$ cat src/rtl/mem_arbiter.sv
// Serialises IF fetches and MEM loads/stores onto one MMU port, holding each access
// for ACCESS_CYCLES cycles and returning a one-cycle ack to the requesting stage.
module mem_arbiter #(
    parameter int unsigned ACCESS_CYCLES = 2,
    parameter int unsigned UART_SEL_BIT  = 29,
    parameter int unsigned UART_STAT_BIT = 2
) (
    input  logic        clk,
    input  logic        rst_n,
    input  logic        if_req,
    input  logic [31:0] if_addr,
    output logic [31:0] if_rdata,
    output logic        if_ack,
    input  logic        dm_req,
    input  logic        dm_we,
    input  logic        dm_byte,
    input  logic [31:0] dm_addr,
    input  logic [31:0] dm_wdata,
    output logic [31:0] dm_rdata,
    output logic        dm_ack,
    output logic        stall,
    output logic        mmu_read,
    output logic        mmu_write,
    output logic [31:0] mmu_addr,
    output logic [31:0] mmu_wdata,
    output logic        mmu_byte,
    input  logic [31:0] mmu_rdata,
    input  logic        uart_tx_ready
);

    typedef enum logic [1:0] {IDLE, UART_WAIT, ACCESS, DONE} state_t;

    localparam logic [3:0] CNT_INIT = 4'(ACCESS_CYCLES - 1);

    state_t      state_reg, state_next;
    logic        src_reg;
    logic [3:0]  cnt_reg;
    logic        mmu_read_reg, mmu_write_reg, mmu_byte_reg;
    logic [31:0] mmu_addr_reg, mmu_wdata_reg;
    logic [31:0] if_rdata_reg, dm_rdata_reg;

    logic        dm_uart_write;
    logic        leave_idle;
    logic        enter_access;
    logic        sel_data;

    // Writes to the UART data register must wait for the transmitter to drain.
    assign dm_uart_write = dm_we & dm_addr[UART_SEL_BIT] & ~dm_addr[UART_STAT_BIT];

    always_ff @(posedge clk) begin
        if (!rst_n) begin
            state_reg <= IDLE;
        end else begin
            state_reg <= state_next;
        end
    end

    always_comb begin
        state_next   = state_reg;
        leave_idle   = 1'b0;
        enter_access = 1'b0;
        sel_data     = 1'b0;
        case (state_reg)
            IDLE: begin
                sel_data = dm_req;
                if (dm_req) begin
                    leave_idle = 1'b1;
                    if (dm_uart_write) begin
                        state_next = UART_WAIT;
                    end else begin
                        state_next   = ACCESS;
                        enter_access = 1'b1;
                    end
                end else if (if_req) begin
                    leave_idle   = 1'b1;
                    state_next   = ACCESS;
                    enter_access = 1'b1;
                end
            end
            UART_WAIT: begin
                sel_data = 1'b1;
                if (uart_tx_ready) begin
                    state_next   = ACCESS;
                    enter_access = 1'b1;
                end
            end
            ACCESS: begin
                if (cnt_reg == 4'd0) begin
                    state_next = DONE;
                end
            end
            DONE: begin
                state_next = IDLE;
            end
            default: begin
                state_next = IDLE;
            end
        endcase
    end

    always_comb begin
        if_ack = 1'b0;
        dm_ack = 1'b0;
        if (state_reg == DONE) begin
            if (src_reg) begin
                dm_ack = 1'b1;
            end else begin
                if_ack = 1'b1;
            end
        end
    end

    assign stall = (if_req & ~if_ack) | (dm_req & ~dm_ack);

    // Access parameters are latched once on entry so the requester may not disturb them.
    always_ff @(posedge clk) begin
        if (!rst_n) begin
            src_reg       <= 1'b0;
            cnt_reg       <= 4'd0;
            mmu_read_reg  <= 1'b0;
            mmu_write_reg <= 1'b0;
            mmu_byte_reg  <= 1'b0;
            mmu_addr_reg  <= 32'd0;
            mmu_wdata_reg <= 32'd0;
            if_rdata_reg  <= 32'd0;
            dm_rdata_reg  <= 32'd0;
        end else begin
            if (leave_idle) begin
                src_reg <= sel_data;
            end
            if (enter_access) begin
                cnt_reg <= CNT_INIT;
                if (sel_data) begin
                    mmu_addr_reg  <= dm_addr;
                    mmu_wdata_reg <= dm_wdata;
                    mmu_byte_reg  <= dm_byte;
                    mmu_read_reg  <= ~dm_we;
                    mmu_write_reg <= dm_we;
                end else begin
                    mmu_addr_reg  <= if_addr;
                    mmu_wdata_reg <= 32'd0;
                    mmu_byte_reg  <= 1'b0;
                    mmu_read_reg  <= 1'b1;
                    mmu_write_reg <= 1'b0;
                end
            end else if (state_reg == ACCESS) begin
                if (cnt_reg == 4'd0) begin
                    mmu_read_reg  <= 1'b0;
                    mmu_write_reg <= 1'b0;
                    if (src_reg) begin
                        if (!mmu_write_reg) begin
                            dm_rdata_reg <= mmu_rdata;
                        end
                    end else begin
                        if_rdata_reg <= mmu_rdata;
                    end
                end else begin
                    cnt_reg <= cnt_reg - 4'd1;
                end
            end
        end
    end

    assign mmu_read  = mmu_read_reg;
    assign mmu_write = mmu_write_reg;
    assign mmu_addr  = mmu_addr_reg;
    assign mmu_wdata = mmu_wdata_reg;
    assign mmu_byte  = mmu_byte_reg;
    assign if_rdata  = if_rdata_reg;
    assign dm_rdata  = dm_rdata_reg;

endmodule

$ cat config.mk
export PLATFORM = sky130hd
export DESIGN_NAME = mem_arbiter
export DESIGN_NICKNAME = d
export VERILOG_FILES = /design/src/rtl/mem_arbiter.sv
export SDC_FILE = /design/constraint.sdc
export NUM_CORES = 1
export LEC_CHECK = 0
export ABC_AREA = 1
export CAP_MARGIN = 40
export CORE_UTILIZATION = 25
export CTS_CLUSTER_SIZE = 8
export DETAILED_ROUTE_END_ITERATION = 7
export GPL_ROUTABILITY_DRIVEN = 0
export PLACE_DENSITY_LB_ADDON = 0.3
export SLEW_MARGIN = 20
export SYNTH_ARGS = -nofsm -noshare
export SYNTH_HDL_FRONTEND = slang
export SYNTH_SLANG_ARGS = --single-unit
$ cat constraint.sdc
create_clock -name clk -period 4.1 [get_ports clk]
set_clock_uncertainty 0.2 [all_clocks]
set_input_delay 0.82 -clock clk [delete_from_list [all_inputs] [get_ports clk]]
set_output_delay 0.82 -clock clk [all_outputs]
set_load 0.05 [all_outputs]
Yosys cells after proc, flatten, opt, wreduce, memory -nomap -nowiden
Index checks and enable logic that the tools add are counted.
W data, S select, Z words.
{"block": "word_totals", "out_inout_bits": 134, "elab_cells": 74, "inputBits": 135, "regBits": 138}
{"block": "op_classes", "reduce_logical": 11, "n_mux": 30, "bitwise": 14, "add_sub_neg": 1, "eq_ne": 7}
{"operator": "$mux W32", "count": 2}
{"operator": "$mux W1", "count": 20}
{"operator": "$mux W2", "count": 5}
{"operator": "$not A1 Y1", "count": 9}
{"operator": "$pmux W2 S4", "count": 1}
{"operator": "$ne A2 B2 Y1 const B", "count": 3}
{"operator": "$reduce_and A2 Y1", "count": 3}
{"operator": "$reduce_and A5 Y1", "count": 1}
{"operator": "$and A1 B1 Y1", "count": 4}
{"operator": "$eq A2 B2 Y1 const B", "count": 2}
{"operator": "$logic_not A4 Y1", "count": 1}
{"operator": "$pmux W1 S2", "count": 2}
{"operator": "$reduce_and A4 Y1", "count": 1}
{"operator": "$reduce_bool A2 Y1", "count": 2}
{"operator": "$sub A4 B1 Y4 const B", "count": 1}
{"operator": "$ne A3 B3 Y1 const B", "count": 1}
{"operator": "$reduce_and A3 Y1", "count": 1}
{"operator": "$eq A2 B1 Y1 const B", "count": 1}
{"operator": "$logic_not A2 Y1", "count": 1}
{"operator": "$reduce_or A2 Y1", "count": 1}
{"operator": "$or A1 B1 Y1", "count": 1}

Depth between registers and ports, before layout
Gate-level depths: netlist of the first run.
{"block": "depth", "ltp_word": 7, "ltp_mapped": 11}

Least setup slack after synthesis of the first run
OpenSTA, ideal clock, no wires.
{"block": "synth_path", "kind": "input to output", "from": "input port dm_req", "to": "output port stall", "cell_stages": 2, "t_arrival_ns": 1.952, "path_buffers": 0, "slack_ns": 1.128, "path_cell_list": "inv_2 o21ai_0"}
{"block": "synth_via", "elab_chain_cells": 2}
{"element": "start: declaration", "line": "14", "rtl": "input logic dm_req,"}
{"element": "$and A1 B1 Y1", "line": "113", "rtl": "assign stall = (if_req & ~if_ack) | (dm_req & ~dm_ack);"}
{"element": "$or A1 B1 Y1", "line": "113"}
{"element": "end: declaration", "line": "21", "rtl": "output logic stall,"}
No other way between the ends.

Final worst setup path of the first run
Same ends and word-level chain as after synthesis.

==> results.sh, run 1 <==
export IMPL_rsz0062_at_grt="no"
export IMPL_clk_pin_slew_ps=60
export IMPL_r2r_end="mmu_wdata[3]"
export IMPL_core_area_um2=23680
export IMPL_p_seq_frac=0.277
export IMPL_yosysTopAreaCell="dfxtp_1"
export IMPL_comb_power_share=0.488
export IMPL_min_path_cells=2
export IMPL_antenna_found_initial=1
export IMPL_die_w_um=158.2
export IMPL_cts_sinks=138
export IMPL_cp_start_kind="input pin"
export IMPL_cts_tree="yes"
export IMPL_critPathCaptureType="output pin"
export IMPL_ff2ff_path_depth=8
export IMPL_fp_row_count=56
export IMPL_vias=5981
export IMPL_grt_ovfl_total=0
export IMPL_grt_pass1_wl_um=30060
export IMPL_dp_hpwl_um=13120
export IMPL_drc=0
export IMPL_top_layer="met4"
export IMPL_cts_resized=0
export IMPL_cts_root_buffer="clkbuf_16"
export IMPL_period_minus_slack_ps=3455
export IMPL_wire_per_inst_um=12.72
export IMPL_yosysSeqAreaShare=0.4529
export IMPL_die_height_um=158.2
export IMPL_worst_pin_slew_ps=700.2
export IMPL_post_route_period_util=0.8426
export IMPL_wl_met3_um=1515
export IMPL_h_tree_depth=4
export IMPL_max_freq_mhz=289.5
export IMPL_viasPerCell=4.066
export IMPL_leakage_nw=4.415
export IMPL_outcome="completed"
export IMPL_hold_path_class="reg -> reg"
export IMPL_syn_nets=1029
export IMPL_syn_area_per_cell_um2=6.861
export IMPL_first_iter_violations=268
export IMPL_required_ps=3080
export IMPL_p_clk_frac=0.236
export IMPL_worstReg2RegStart="state_reg[0]"
export IMPL_crit_family="buffers and inverters"
export IMPL_dr_pass1_iters=4
export IMPL_async_flop_share=0
export IMPL_netlist_instances=889
export IMPL_io_pins=269
export IMPL_hold_viol=0
export IMPL_hold_ws_ps=251.1
export IMPL_p_sw_frac=0.4579
export IMPL_synth_seq_cells=138
export IMPL_routed_wirelength_um=18720
export IMPL_maxCapViolCount=0
export IMPL_drv_slew=0
export IMPL_grt_pass1_vias=6023
export IMPL_start_util=0.2576
export IMPL_intPower_mw=3.617
export IMPL_synth_edf_count=0
export IMPL_cts_buffers=17
export IMPL_synth_cell_type_count=27
export IMPL_slowest_stage="clkdlybuf4s50_1"
export IMPL_crit_top_cell="clkdlybuf4s50_1"
export IMPL_crit_buf_inv=3
export IMPL_cts_hold_buf=0
export IMPL_cp_max_fo=4
export IMPL_gr_usage_all_layers=0.1549
export IMPL_wl_met2_um=8772
export IMPL_switchingPower_mw=3.055
export IMPL_dieArea_um2=25030
export IMPL_cp_cell_sequence="clkdlybuf4s50_1 > inv_2 > o21ai_0 > clkdlybuf4s50_1"
export IMPL_synth_common_cells="nand2_1 (308), nor2_1 (146), dfxtp_1 (138)"
export IMPL_met1_length_um=8245
export IMPL_hold_path_endpoint="mmu_addr[25]"
export IMPL_synth_cell_area_um2=6100
export IMPL_fin_tns_setup_ps=0
export IMPL_cp_depth=4
export IMPL_yosysWarnings=0
export IMPL_slew_headroom=0.5332
export IMPL_post_cts_buffers=0
export IMPL_fin_nets=1278
export IMPL_synthTopCellsByArea="dfxtp_1 (45%), nand2_1 (19%), nor2_1 (9.0%)"
export IMPL_grt_max_degree=65
export IMPL_power_density_nw_per_um2=696.1
export IMPL_hold_path_startpoint="mmu_addr[25]"
export IMPL_r2r_slack_ps=1530
export IMPL_max_vdd_ir_drop_uv=298.5
export IMPL_io_buffer_count=268
export IMPL_setup_viol=0
export IMPL_syn_to_final_growth_pct=57.13
export IMPL_synth_main_ff_cell="dfxtp_1"
export IMPL_max_stage_delay_ps=830
export IMPL_clk_latency_ps=410
export IMPL_critical_path_class="in -> out"
export IMPL_final_layout_size_suffix_gt1_frac=0.07559
export IMPL_cp_arrival_ps=2430
export IMPL_yosysMostFrequentCell="nand2_1"
export IMPL_antenna_left=0
export IMPL_clockBufferDepth=2
export IMPL_synth_largest_type_area_fraction=0.4529
## per-layer routing
layer	global-route usage	up-vias
met5	0	-
met4	0.04304	0
met3	0.05749	11
met2	0.2657	182
met1	0.1792	2602
li1	-	3186
## cell type report
type                       instances  area [um2]
clock buffer                      18       439.2
inverter                         118       442.9
tap                              319       399.1
sequential                       138        2763
multi-input combinational        584        2614
clock inverter                    14       161.4
timing repair buffer             279        2763
fill                            2534       14100
antenna                            1       2.502
## power by group through the flow
stage / logic [mW] / clock network (mW) / registers, mW
finish: 3.25 / 1.57 / 1.85
floorplan: 1.24 / 0 / 2.89
global route: 3.55 / 1.69 / 1.89
global placement: 3.29 / 0 / 1.87
CTS: 3.30 / 1.63 / 1.85
detailed placement: 3.29 / 0 / 1.87
## metrics by stage
step | power, mW | cells | area, um2 | setup WS, ps | util
6_report | 6.671 | 1471 | 9584 | 645.2 | 0.4047
5_1_grt | 7.132 | 1470 | 9582 | 613.2 | 0.4046
4_1_cts | 6.780 | 1470 | 9582 | 636.9 | 0.4046
3_5_place_dp | 5.165 | 1438 | 8981 | 644.7 | 0.3792
3_3_place_gp | 5.154 | 1438 | 8981 | 677.6 | 0.3792
2_1_floorplan | 4.129 | 889 | 6100 | 1128 | -
## cell families (layout without fill, tap and decap cells)
| family | count (synthesis) | in the layout | synth area share |
|---|---|---|---|
| buf+inv | 167 | 429 | 0.1198 |
| flops | 138 | 138 | 0.4529 |
| fa+ha+maj | 5 | 5 | 0.01026 |
| simple gates | 531 | 531 | 0.3573 |
| other cells | 0 | 1 | 0 |
| xor+xnor | 1 | 1 | 0.001436 |
| compound gates | 47 | 47 | 0.05826 |
## cell usage in the layout, fill, tap and decap left out, drive strengths merged
master / n
o21ai: 40
nor2: 149
diode: 1
a21oi: 5
nand2: 310
or2: 1
xnor2: 1
clkbuf: 18
bufinv: 2
inv: 123
clkdlybuf4s50: 267
buf: 12
dfxtp: 138
ha: 5
clkinvlp: 5
a31oi: 1
nand3: 38
o21a: 1
clkinv: 2
nand4: 33
## tightest hold or removal path: stages, from the launching register on
cell and delay, ps:
dfxtp_1 310, nand2_1 60, nand2_1 50
## worst max path at each step
stage,from,to
2_1_floorplan,dm_req,stall
3_3_place_gp,dm_req,stall
3_5_place_dp,dm_req,stall
4_1_cts,dm_req,stall
5_1_grt,dm_req,stall
6_report,dm_req,stall
(Power assumes the default switching activity.)
==> run 2: changes to the inputs <==
- clock period: 4.1 -> 3.5 ns (I/O delays scaled with it)
==> results.sh, run 2 (synthesis gave the netlist of run 1 again) <==
export IMPL_worstReg2RegStart="state_reg[1]"
export IMPL_use_met2=0.2604
export IMPL_clk_pin_slew_ps=60
export IMPL_power_density_nw_per_um2=819.8
export IMPL_crit_start="state_reg[1]"
export IMPL_drv_slew=0
export IMPL_wire_per_inst_um=12.75
export IMPL_globalRouteMet3Util=0.06050
export IMPL_ff_latch_area_um2=2763
export IMPL_cp_arrival_ps=1930
export IMPL_post_cts_buffers=0
export IMPL_clockBufferDepth=2
export IMPL_layout_commonest_cell="nand2_1"
export IMPL_final_cell_count_no_fill=1470
export IMPL_dp_cells=1437
export IMPL_max_vdd_ir_drop_uv=387.7
export IMPL_max_freq_mhz=352.8
export IMPL_critPathCaptureType="output pin"
export IMPL_final_layout_size_suffix_gt1_frac=0.07565
export IMPL_antenna_found_initial=1
export IMPL_rsz0062_at_grt="no"
export IMPL_dp_hpwl_um=13250
export IMPL_antenna_left=0
export IMPL_core_area_um2=23680
export IMPL_io_pins=269
export IMPL_grt_ovfl_total=0
export IMPL_die_height_um=158.2
export IMPL_routed_wirelength_um=18740
export IMPL_grt_busiest_layer="met2"
export IMPL_first_iter_violations=318
export IMPL_clk_latency_ps=420
export IMPL_cp_start_kind="register"
export IMPL_cts_resized=0
export IMPL_dr_pass1_iters=4
export IMPL_period_minus_slack_ps=2835
export IMPL_dieArea_um2=25030
export IMPL_fin_nets=1277
export IMPL_grt_util_met1=0.1690
export IMPL_slew_headroom=0.5872
export IMPL_fin_tns_setup_ps=0
export IMPL_hold_path_class="reg -> reg"
export IMPL_leakage_nw=4.445
export IMPL_cts_hold_buf=0
export IMPL_fin_area_um2=9612
export IMPL_worst_pin_slew_ps=619.2
export IMPL_maxCapViolCount=0
export IMPL_dpl_worst_slack_ps=525.8
export IMPL_h_tree_depth=4
export IMPL_r2r_end="mmu_wdata[28]"
export IMPL_vias=5980
export IMPL_grt_pass1_wl_um=29010
export IMPL_critical_path_class="reg -> out"
export IMPL_setup_viol=0
export IMPL_critical_path_endpoint="if_ack"
export IMPL_ff2ff_path_depth=8
export IMPL_cts_sinks=138
export IMPL_fillers=2535
export IMPL_cts_root_buffer="clkbuf_16"
export IMPL_io_buffer_count=268
export IMPL_grt_max_degree=65
export IMPL_fp_row_count=56
export IMPL_viasPerCell=4.068
export IMPL_cp_max_fo=4
export IMPL_post_route_period_util=0.8099
export IMPL_cts_buffers=17
export IMPL_p_total_mw=7.880
export IMPL_outcome="completed"
export IMPL_fin_ws_ps=665.5
export IMPL_dpl_instance_area_um2=8996
export IMPL_cts_tree="yes"
export IMPL_multi_input_area_um2=2614
export IMPL_final_cell_mix="nand2_1 (308), clkdlybuf4s50_1 (266), nor2_1 (145)"
export IMPL_grt_pass1_vias=5677
export IMPL_gr_usage_all_layers=0.1508
export IMPL_start_util=0.2576
export IMPL_required_ps=2600
export IMPL_syn_to_final_growth_pct=57.58
export IMPL_drc=0
export IMPL_die_w_um=158.2
export IMPL_r2r_slack_ps=1140
export IMPL_hold_viol=0
[run 2: layout make-up]
cell class	instances	share of cell area
Timing Repair Buffer	278	0.2890
Sequential cell	138	0.2874
Multi-Input combinational cell	584	0.2719
Inverter	118	0.04608
Clock buffer	17	0.04426
Tap cell	319	0.04153
Clock inverter	15	0.01953
Antenna cell	1	0.0002603
[run 2: per-stage QoR]
step | hold WS, ps | utilization
2_1_floorplan | 258.7 | -
3_3_place_gp | 235.9 | 0.3799
3_5_place_dp | 238.3 | 0.3799
4_1_cts | 251.7 | 0.4057
5_1_grt | 265.8 | 0.4057
6_report | 248.9 | 0.4059
[run 2: where the power goes]
group	switching, mW	total, mW	internal, mW
clock network	0.762	1.90	1.14
registers	0.207	2.16	1.96
logic	2.61	3.82	1.20
total	3.58	7.88	4.30
[run 2: worst min-delay path by stage]
stage / start / end / slack, ps / cells past startpoint
global route: mmu_addr[30] / mmu_addr[30] / 270 / 2
CTS: mmu_addr[4] / mmu_addr[4] / 250 / 2
floorplan: cnt_reg[0] / cnt_reg[0] / 260 / 2
detailed placement: mmu_addr[4] / mmu_addr[4] / 240 / 2
finish: mmu_addr[10] / mmu_addr[10] / 250 / 2
global placement: mmu_addr[4] / mmu_addr[4] / 240 / 2
[run 2: routing by layer]
layer,vias up,part of all wire
li1,3179,-
met1,2611,0.42
met2,179,0.48
met3,11,0.091
met4,0,0.0077
met5,-,0
[run 2: critical path, stage by stage (launching register included)]
cell and delay, ps:
dfxtp_1 380, ha_1 180, inv_1 50, nor2_1 70
clkdlybuf4s50_1 830
==> run 3: changes to the inputs <==
- clock period: 3.5 -> 2.28 ns (I/O delays scaled with it)
==> results.sh, run 3 (synthesis gave the netlist of run 1 again) <==
export IMPL_antenna_left=0
export IMPL_leakage_nw=5.362
export IMPL_cp_max_fo=2
export IMPL_setup_viol=0
export IMPL_crit_family="buffers and inverters"
export IMPL_period_minus_slack_ps=2232
export IMPL_max_freq_mhz=448.0
export IMPL_cts_buffers=17
export IMPL_hold_path_class="in -> reg"
export IMPL_final_cell_count_no_fill=1498
export IMPL_syn_to_final_growth_pct=64.86
export IMPL_viasPerCell=4.059
export IMPL_fp_row_count=56
export IMPL_clockBufferDepth=2
export IMPL_layout_commonest_cell="nand2_1"
export IMPL_routed_wirelength_um=18830
export IMPL_power_density_nw_per_um2=1244
export IMPL_hold_viol=0
export IMPL_wire_per_inst_um=12.57
export IMPL_post_route_period_util=0.9790
export IMPL_io_buffer_count=268
export IMPL_antenna_found_initial=1
export IMPL_drc=0
export IMPL_io_pins=269
export IMPL_clk_pin_slew_ps=60
export IMPL_maxCapViolCount=0
export IMPL_critPathCaptureType="output pin"
export IMPL_grt_ovfl_total=0
export IMPL_dr_pass1_iters=4
export IMPL_dpl_worst_slack_ps=-89.06
export IMPL_r2r_slack_ps=340
export IMPL_die_w_um=158.2
export IMPL_critical_path_class="reg -> out"
export IMPL_cp_start_kind="register"
export IMPL_worst_pin_slew_ps=558.6
export IMPL_grt_pass1_vias=5993
export IMPL_required_ps=1620
export IMPL_die_height_um=158.2
export IMPL_fin_tns_setup_ps=0
export IMPL_final_cell_mix="nand2_1 (308), clkdlybuf4s50_1 (214), nor2_1 (145)"
export IMPL_fin_area_um2=10060
export IMPL_crit_buf_inv=1
export IMPL_clk_latency_ps=410
export IMPL_max_vdd_ir_drop_uv=488.5
export IMPL_final_layout_size_suffix_gt1_frac=0.1053
export IMPL_cts_sinks=138
export IMPL_cts_tree="yes"
export IMPL_slew_headroom=0.6270
export IMPL_cts_root_buffer="clkbuf_16"
export IMPL_vias=6080
export IMPL_fin_nets=1305
export IMPL_gr_usage_all_layers=0.1542
export IMPL_slowest_stage="clkdlybuf4s50_1"
export IMPL_cp_cell_sequence="clkdlybuf4s50_1"
export IMPL_outcome="completed"
export IMPL_max_stage_delay_ps=830
export IMPL_dp_hpwl_um=13850
export IMPL_first_iter_violations=293
export IMPL_cp_arrival_ps=1580
export IMPL_dieArea_um2=25030
export IMPL_core_area_um2=23680
export IMPL_fin_ws_ps=47.77
export IMPL_dp_cells=1465
export IMPL_h_tree_depth=4
export IMPL_grt_pass1_wl_um=30100
export IMPL_rsz0062_at_grt="no"
export IMPL_grt_max_degree=60
export IMPL_dpl_instance_area_um2=9384
export IMPL_drv_slew=0
export IMPL_start_util=0.2576
## run 3: cell count changes in the layout (fill, tap and decap cells not counted), sizes merged
cell           delta
bufinv            -2
dlymetal6s2s     +42
dlygate4sd2       +1
clkbuf            +3
inv               -3
buf              +37
clkinvlp          +3
clkdlybuf4s50    -52
clkinv            -1
## run 3: stage by stage
step | hold slack, ps | power [mW] | util
6_report | 249.8 | 12.50 | 0.4246
5_1_grt | 237.3 | 13.32 | 0.4245
4_1_cts | 220.2 | 12.70 | 0.4200
3_5_place_dp | 240.2 | 9.974 | 0.3962
3_3_place_gp | 236.2 | 9.933 | 0.3962
2_1_floorplan | 258.7 | 7.425 | -
## run 3: path summary, 6_finish.rpt
path                                     from             to  cells past startpoint
worst max-delay path            mmu_wdata[14]  mmu_wdata[14]                      1
worst min-delay path                    rst_n    dm_rdata[7]                      3
worst max register to register   state_reg[0]   mmu_wdata[4]                     10
worst min register to register   mmu_addr[20]   mmu_addr[20]                      2
## run 3: layout make-up
class	count	area, um2
Clock buffer	20	446.7
Sequential cell	138	2765
Tap cell	319	399.1
Clock inverter	12	116.4
Timing Repair Buffer	306	3269
Antenna cell	1	2.502
Multi-Input combinational cell	584	2614
Fill cell	2496	13630
Inverter	118	442.9
## run 3: layer usage
layer,GRT usage,wire (um),share of wire
met5,0,0,0
met4,0.04212,215,0.011
met3,0.06050,1609,0.085
met2,0.2579,8802,0.47
met1,0.1818,8199,0.44
## run 3: where the power goes
part	internal, mW	switching (mW)	total [mW]
clock network	1.55	1.12	2.67
registers	3.01	0.313	3.32
logic	2.38	4.14	6.52
total	6.93	5.57	12.5
## run 3: what timing repair did
item	in CTS	in global routing
setup buffers	0	0
setup endpoints to repair	1	43
pin swaps	0	0
gates resized for setup	1	44
hold buffers	0	0
